$ cat config.mk
export PLATFORM = sky130hd
export DESIGN_NAME = score_matmul
export DESIGN_NICKNAME = d
export VERILOG_FILES = /design/src/rtl/score_matmul.sv
export SDC_FILE = /design/constraint.sdc
export NUM_CORES = 2
export LEC_CHECK = 0
export CORE_MARGIN = 3
export CORE_UTILIZATION = 52
export CTS_CLUSTER_DIAMETER = 100
export DETAILED_ROUTE_END_ITERATION = 8
export PLACE_DENSITY = 0.72
export SLEW_MARGIN = 20
export SYNTH_ARGS = -nofsm -noshare
export SYNTH_HDL_FRONTEND = slang
export SYNTH_SLANG_ARGS = --single-unit
$ cat constraint.sdc
create_clock -name clk -period 9.01 [get_ports clk]
set_input_delay 1.802 -clock clk [delete_from_list [all_inputs] [get_ports clk]]
set_output_delay 1.802 -clock clk [all_outputs]
set_load 0.1 [all_outputs]
$ cat src/rtl/score_matmul.sv
// score_matmul: attention-score stage, S = Q x K^T.
//
// Q rows come from the result SRAM, K rows from the scratchpad SRAM, and each
// S element is written back to the result SRAM as soon as its dot product is
// complete. All arithmetic is DATA_W-bit two's complement with wrap-around.
//
// Ports:
//   clk                          system clock, rising edge
//   reset_n                      asynchronous reset, ACTIVE HIGH (1 = reset)
//   score_valid / score_ready    start handshake (ready = idle)
//   score_done                   one-cycle pulse coincident with the last S write
//   seq_len, head_dim            N (rows of Q and K) and d (columns of Q and K)
//   q_base, k_base, s_base       base addresses of Q, K (scratchpad) and S
//   sram_result_read_*           Q read port, data one cycle after address
//   sram_scratchpad_read_*       K read port, data one cycle after address
//   sram_result_write_*          S write port
//
// Each element takes d+2 cycles: ACC for k = 0..d (d+1 cycles), then one WRITE.
// All outputs are registers; read addresses are loaded one edge ahead so the
// address for index k is on the port during the ACC cycle with counter k.
module score_matmul #(
  parameter int DATA_W = 32,
  parameter int ADDR_W = 16,
  parameter int DIM_W  = 16
) (
  input  logic              clk,
  input  logic              reset_n,
  input  logic              score_valid,
  output logic              score_ready,
  output logic              score_done,
  input  logic [DIM_W-1:0]  seq_len,
  input  logic [DIM_W-1:0]  head_dim,
  input  logic [ADDR_W-1:0] q_base,
  input  logic [ADDR_W-1:0] k_base,
  input  logic [ADDR_W-1:0] s_base,
  output logic [ADDR_W-1:0] sram_result_read_address,
  input  logic [DATA_W-1:0] sram_result_read_data,
  output logic [ADDR_W-1:0] sram_scratchpad_read_address,
  input  logic [DATA_W-1:0] sram_scratchpad_read_data,
  output logic              sram_result_write_enable,
  output logic [ADDR_W-1:0] sram_result_write_address,
  output logic [DATA_W-1:0] sram_result_write_data
);

  typedef enum logic [1:0] {
    IDLE  = 2'd0,
    ACC   = 2'd1,
    WRITE = 2'd2
  } state_t;

  localparam logic [DIM_W-1:0]  ZERO_D = {DIM_W{1'b0}};
  localparam logic [DIM_W-1:0]  ONE_D  = {{(DIM_W-1){1'b0}}, 1'b1};
  localparam logic [ADDR_W-1:0] ZERO_A = {ADDR_W{1'b0}};
  localparam logic [ADDR_W-1:0] ONE_A  = {{(ADDR_W-1){1'b0}}, 1'b1};
  localparam logic [DATA_W-1:0] ZERO_W = {DATA_W{1'b0}};

  state_t             state_r;
  logic [DIM_W-1:0]   n_r;
  logic [DIM_W-1:0]   d_r;
  logic [ADDR_W-1:0]  k_base_r;
  logic [DIM_W-1:0]   i_r;
  logic [DIM_W-1:0]   j_r;
  logic [DIM_W-1:0]   k_r;
  logic [ADDR_W-1:0]  q_row_r;   // q_base + i*d, kept by a running adder
  logic [ADDR_W-1:0]  k_row_r;   // k_base + j*d, kept by a running adder
  logic [ADDR_W-1:0]  s_addr_r;  // s_base + i*N + j, row-major so just +1 per element
  logic [DATA_W-1:0]  acc_r;
  logic [ADDR_W-1:0]  q_addr_r;
  logic [ADDR_W-1:0]  k_addr_r;
  logic               we_r;
  logic [ADDR_W-1:0]  waddr_r;
  logic [DATA_W-1:0]  wdata_r;
  logic               done_r;
  logic               ready_r;

  logic [DATA_W-1:0]  prod_s;
  logic [DATA_W-1:0]  acc_nx_s;
  logic [ADDR_W-1:0]  d_addr_s;
  logic [DIM_W-1:0]   k_inc_s;
  logic               j_last_s;
  logic               i_last_s;
  logic               degenerate_s;
  logic [ADDR_W-1:0]  q_row_nx_s;
  logic [ADDR_W-1:0]  k_row_nx_s;
  logic [DIM_W-1:0]   i_nx_s;
  logic [DIM_W-1:0]   j_nx_s;

  // Datapath helpers: product, accumulator update and next-element row bases.
  always_comb begin
    prod_s       = sram_result_read_data * sram_scratchpad_read_data;
    d_addr_s     = ADDR_W'(d_r);
    k_inc_s      = k_r + ONE_D;
    j_last_s     = (j_r == (n_r - ONE_D));
    i_last_s     = (i_r == (n_r - ONE_D));
    degenerate_s = (seq_len == ZERO_D) || (head_dim == ZERO_D);
    q_row_nx_s   = q_row_r;
    k_row_nx_s   = k_row_r;
    i_nx_s       = i_r;
    j_nx_s       = j_r;
    // k = 1 starts a fresh dot product; later indices add onto it.
    if (k_r == ONE_D) begin
      acc_nx_s = prod_s;
    end else begin
      acc_nx_s = acc_r + prod_s;
    end
    // On j wrap the next Q row starts and K restarts from row 0.
    if (j_last_s) begin
      j_nx_s     = ZERO_D;
      i_nx_s     = i_r + ONE_D;
      q_row_nx_s = q_row_r + d_addr_s;
      k_row_nx_s = k_base_r;
    end else begin
      j_nx_s     = j_r + ONE_D;
      i_nx_s     = i_r;
      q_row_nx_s = q_row_r;
      k_row_nx_s = k_row_r + d_addr_s;
    end
  end

  // Control FSM with all datapath registers and registered outputs.
  always_ff @(posedge clk or posedge reset_n) begin
    if (reset_n) begin
      state_r  <= IDLE;
      n_r      <= ZERO_D;
      d_r      <= ZERO_D;
      k_base_r <= ZERO_A;
      i_r      <= ZERO_D;
      j_r      <= ZERO_D;
      k_r      <= ZERO_D;
      q_row_r  <= ZERO_A;
      k_row_r  <= ZERO_A;
      s_addr_r <= ZERO_A;
      acc_r    <= ZERO_W;
      q_addr_r <= ZERO_A;
      k_addr_r <= ZERO_A;
      we_r     <= 1'b0;
      waddr_r  <= ZERO_A;
      wdata_r  <= ZERO_W;
      done_r   <= 1'b0;
      ready_r  <= 1'b1;
    end else begin
      case (state_r)
        IDLE: begin
          we_r   <= 1'b0;
          done_r <= 1'b0;
          // Empty matrices are accepted but produce nothing: remain idle.
          if (ready_r && score_valid && !degenerate_s) begin
            n_r      <= seq_len;
            d_r      <= head_dim;
            k_base_r <= k_base;
            i_r      <= ZERO_D;
            j_r      <= ZERO_D;
            k_r      <= ZERO_D;
            q_row_r  <= q_base;
            k_row_r  <= k_base;
            s_addr_r <= s_base;
            q_addr_r <= q_base;
            k_addr_r <= k_base;
            ready_r  <= 1'b0;
            state_r  <= ACC;
          end else begin
            ready_r  <= 1'b1;
          end
        end

        ACC: begin
          if (k_r == d_r) begin
            // Last product folds in here and goes straight to the write port.
            acc_r   <= acc_nx_s;
            wdata_r <= acc_nx_s;
            waddr_r <= s_addr_r;
            we_r    <= 1'b1;
            done_r  <= i_last_s && j_last_s;
            state_r <= WRITE;
          end else begin
            if (k_r != ZERO_D) begin
              acc_r <= acc_nx_s;
            end else begin
              acc_r <= acc_r;
            end
            // Present the address of index k+1 for the next cycle, if any.
            if (k_inc_s < d_r) begin
              q_addr_r <= q_addr_r + ONE_A;
              k_addr_r <= k_addr_r + ONE_A;
            end else begin
              q_addr_r <= q_addr_r;
              k_addr_r <= k_addr_r;
            end
            k_r <= k_inc_s;
          end
        end

        WRITE: begin
          we_r     <= 1'b0;
          done_r   <= 1'b0;
          k_r      <= ZERO_D;
          s_addr_r <= s_addr_r + ONE_A;
          if (done_r) begin
            ready_r <= 1'b1;
            state_r <= IDLE;
          end else begin
            i_r      <= i_nx_s;
            j_r      <= j_nx_s;
            q_row_r  <= q_row_nx_s;
            k_row_r  <= k_row_nx_s;
            q_addr_r <= q_row_nx_s;
            k_addr_r <= k_row_nx_s;
            state_r  <= ACC;
          end
        end

        default: begin
          we_r    <= 1'b0;
          done_r  <= 1'b0;
          ready_r <= 1'b1;
          state_r <= IDLE;
        end
      endcase
    end
  end

  assign score_ready                  = ready_r;
  assign score_done                   = done_r;
  assign sram_result_read_address     = q_addr_r;
  assign sram_scratchpad_read_address = k_addr_r;
  assign sram_result_write_enable     = we_r;
  assign sram_result_write_address    = waddr_r;
  assign sram_result_write_data       = wdata_r;

endmodule

==> results.md <==
| Step | Item | Reported |
|:---|:---|:---|
| setup path | Required @ worst endpoint | 9.48 ns |
| detailed routing | Avg Vias per Cell | 5.59 |
| floorplanning | Count of standard-cell rows | 91 |
| timing | RSZ-0062 raised after global routing | yes |
| setup path | Crit. path cell count | 35 |
| detailed routing | Highest layer used for signal routing | met5 |
| timing | Final setup slack of the worst path | -0.294 ns |
| setup path | Startpoint of the most critical register-to-register path | k_r[0] |
| finish | Net count, final | 4844 |
| cts | Clk Latency, worst-skew pair | 0.62 ns |
| setup path | Cells on worst reg2reg path | 14 |
| cts | Clk slew on worst S/H paths | 0.06 ns |
| detailed routing | Total vias in the final route | 27540 |
| setup path | Worst-case register-to-register setup slack | 4.88 ns |
| finish | Core Util, Final | 0.657 |
| place | Half-perimeter wire length after placement | 72200 um |
| detailed routing | Routed metal-1 wire length | 39300 um |
| cts | Number of buffers inserted by hold repair at cts | 0 |
| floorplanning | Total Die Area | 0.0659 mm^2 |
| timing | Number of setup violations in the final report | 12 |
| cts | TritonCTS clock tree | yes |
| setup path | Critical Path Slowest Stage Cell | fa_1 |
| run status | Outcome | finished with violations |
| logic synthesis | Number of different library cells in the post-synthesis netlist | 80 |
| floorplanning | Die outline height | 257 um |
| cts | Number of buffers inserted during clock tree synthesis | 30 |
| floorplanning | Core area | 0.0619 mm^2 |
| setup path | Family of cells with the greatest summed delay on the critical path | adder cells |
| logic synthesis | Number of synthesized flops with an enable pin | 0 |
| setup path | Worst setup endpoint | acc_r[29] |
| timing | Max Clock Freq | 107 MHz |
| cts | Num Clock Sinks | 261 |
| place | PortBufs | 229 |
| place | RD Place Congestion | 0.927 |
| setup path | Worst flop-to-flop path endpoint | sram_result_read_address[15] |
| logic synthesis | Post-Syn Nets | 4412 |
| global routing | Global-route wire length before repair | 151000 um |
| setup path | Path type of the worst setup path | in2reg |
| logic synthesis | Yosys Warn Count | 0 |
| cts | Max Root-Sink Buffers | 3 |
| timing | Fin. max-slew vios | 0 |
| detailed routing | Metal2 WL | 45600 um |
| timing | Actual slew at the worst max-slew pin | 1.08 ns |
| floorplanning | Starting Density | 0.528 |
| finish | Signed area change from the synthesized netlist to the final layout | 24.4% |
| logic synthesis | Number of standard cells after synthesis | 3639 |
| timing | Worst slack on hold paths | 0.475 ns |
| timing | Final Hold Viols | 0 |
| floorplanning | Die outline width | 257 um |
| timing | Final critical-path share of the clock period | 1.03 |
| flow run | Max-cap check violation count | 0 |
| global routing | Vias in the first global route | 27983 |
| detailed routing | Final antenna-violating net count | 0 |
| logic synthesis | Flip-flop and latch count after synthesis | 261 |
| detailed routing | DRC violation count after routing | 0 |
| global routing | Number of antenna violations at the first check in global routing | 4 |
| global routing | Global-route congestion overflow total | 0 |
| setup path | Type of origin of the critical path | primary input |
| run status | Violations in the final reports | negative setup slack |
| setup path | Number of buffer and inverter instances along the worst setup path | 10 |
| finish | Non-Filler Cell Area, Final | 0.0407 mm^2 |
| global routing | Maximum number of pins on one net before global-route repair | 156 |
| setup path | Data arrival, critical path | 9.77 ns |
| detailed routing | Iter 0 DRT Violations | 2120 |
| place | Placed Instance Area | 0.0380 mm^2 |
| logic synthesis | Post-synthesis cell area | 0.0327 mm^2 |
| finish | Layout cell share with drive strength beyond 1 | 0.188 |
| worst hold path | Min-delay worst type | reg2reg |
| place | Placed instance count | 4812 |
| detailed routing | DR WL/cell | 19.2 um |
| logic synthesis | Syn_area_per_cell | 8.99 um^2 |
| floorplanning | I/O pin count | 230 |
| finish | Fillcell total | 4897 |
| finish | Fin cells | 4931 |
| logic synthesis | Share of flip-flops with an asynchronous set or reset after synthesis | 1.00 |
| global routing | Global-route usage over all layers | 0.283 |
| logic synthesis | Most used flip-flop cell after synthesis | dfrtp_1 |
| timing | Setup Skew | 0.0687 ns |
| cts | # H-tree levels | 1 |
| logic synthesis | Share of synthesized area occupied by flip-flops and latches | 0.200 |
| timing | Min cycle time layout | 9.30 ns |
| setup path | Endpoint kind of the worst setup timing path | flop |
| timing | Max_slew headroom | 0.276 |
| cts | Clock root buffer | clkbuf_16 |
| detailed routing | Routed length on met3 | 5910 um |
| setup path | Critical path's largest stage delay | 0.61 ns |
| setup path | Cell repeated most along the worst path | fa_1 |
| setup path | Launch point of the critical path | sram_scratchpad_read_data[8] |
| setup path | Maximum net fanout on the critical path | 7 |
| detailed routing | Number of optimization iterations in the first detailed-route pass | 7 |
| detailed routing | Drt total wl | 94900 um |
synth_stat cells (all sizes together) (8+ instances only):
| library cell | n | area share |
|---|---|---|
| nand2 | 481 | 0.055 |
| inv | 455 | 0.052 |
| fa | 411 | 0.25 |
| and2 | 283 | 0.054 |
| dfrtp | 260 | 0.20 |
| ha | 215 | 0.082 |
| o21ai | 199 | 0.030 |
| xnor2 | 179 | 0.048 |
| clkbuf | 174 | 0.020 |
| nor2 | 143 | 0.016 |
| a21oi | 121 | 0.019 |
| mux2 | 86 | 0.030 |
| xor2 | 73 | 0.020 |
| nand3 | 67 | 0.010 |
| a21o | 56 | 0.013 |
| and3 | 31 | 0.0059 |
| nand4 | 31 | 0.0059 |
| a22oi | 26 | 0.0060 |
| nor4 | 25 | 0.0052 |
| nand2b | 24 | 0.0046 |
| nor3 | 23 | 0.0043 |
| o31ai | 23 | 0.0053 |
| a311oi | 20 | 0.0054 |
| o21a | 19 | 0.0044 |
| buf | 17 | 0.0028 |
| a211oi | 15 | 0.0034 |
| a31oi | 15 | 0.0029 |
| mux2i | 15 | 0.0046 |
| nor2b | 13 | 0.0025 |
| a221oi | 12 | 0.0036 |
| o21bai | 12 | 0.0028 |
| or3 | 12 | 0.0024 |
| o22ai | 11 | 0.0021 |
| or4 | 10 | 0.0023 |
| a32o | 8 | 0.0024 |
flip-flops by register name, summed over array words and instances, names as in the netlist, 2 cells and up:
signal                        flops
sram_result_write_address        16
sram_result_write_data           32
k_base_r                         16
q_row_r                          16
d_addr_s                         16
sram_result_read_address         16
n_r                              16
k_r                              16
state_r                           2
i_r                              16
k_row_r                          16
j_r                              16
s_addr_r                         16
acc_r                            32
sram_scratchpad_read_address     16
layout make-up:
cell class	instances	area, um^2	area share
multi-input cells	2732	24900	0.613
flip-flops and latches	261	6530	0.161
repair buffers	591	5380	0.132
inverters	455	1720	0.0422
well taps	837	1050	0.0257
clock buffers	40	858	0.0211
clock inverters	13	205	0.00504
diodes	2	5.00	0.000123
routing by layer:
layer / vias to the layer above / track usage
met4: 8 / 0.0954
met2: 973 / 0.469
met5: - / 0
met1: 13609 / 0.382
met3: 234 / 0.0424
li1: 12716 / -
metrics by stage:
stage	setup WS, ns	TNS [ns]
2_1_floorplan	-0.279	-1.19
5_1_grt	-0.518	-6.20
6_report	-0.294	-2.19
3_3_place_gp	-1.16	-30.85
3_5_place_dp	-1.23	-34.39
4_1_cts	-0.210	-1.41
worst min-delay path by stage:
stage | slack [ns] | to | from | cells past startpoint
2_1_floorplan | 0.45 | acc_r[16] | acc_r[16] | 2
3_3_place_gp | 0.46 | sram_result_write_data[24] | sram_result_write_data[24] | 2
3_5_place_dp | 0.47 | sram_result_write_data[18] | sram_result_write_data[18] | 2
4_1_cts | 0.48 | sram_result_write_data[24] | sram_result_write_data[24] | 2
5_1_grt | 0.51 | sram_result_write_address[12] | sram_result_write_address[12] | 2
6_report | 0.48 | sram_result_write_data[0] | sram_result_write_data[0] | 2
kinds of logic (layout without fill, tap and decap cells):
kind of cell               count (synthesis)  in the layout  share of synthesized area
buffers and inverters                    646           1099                     0.0750
DFF                                      261            261                      0.200
AOI/OAI and AO/OA                        592            592                      0.116
and+or+nand+nor                         1160           1160                      0.173
muxes                                    101            101                     0.0344
adders and majority gates                626            626                      0.334
xor gates and xnor gates                 253            253                     0.0682
other                                      0              2                          0
worst reg2reg max path, delay by kind of cell (launching register included):
kind | cells | cell delay, ns
AO/OA/AOI/OAI | 5 | 1.40
AND/OR/NAND/NOR | 5 | 0.96
flip-flops | 1 | 0.49
adder cells (fa/ha/maj) | 2 | 0.58
buffers and inverters | 1 | 0.33
XOR/XNOR | 1 | 0.25
timing repair:
action / 4_1_cts / 5_1_grt
pin swaps: 163 / 136
gates resized for setup: 224 / 176
gates cloned: 3 / 3
setup endpoints to repair: 30 / 36
buffers inserted: 44 / 22
placed cells by master (no fill, tap or decap), drive strengths merged, types with 179 or more instances in the layout:
master         netlist  final
nand2              481    481
inv                455    456
fa                 411    411
buf                 17    371
and2               283    283
dfrtp              260    260
ha                 215    215
o21ai              199    199
clkdlybuf4s50        0    189
xnor2              179    179
Power is not shown: default switching activity piles up to over one toggle a cycle in this logic, so the estimate is an artifact.
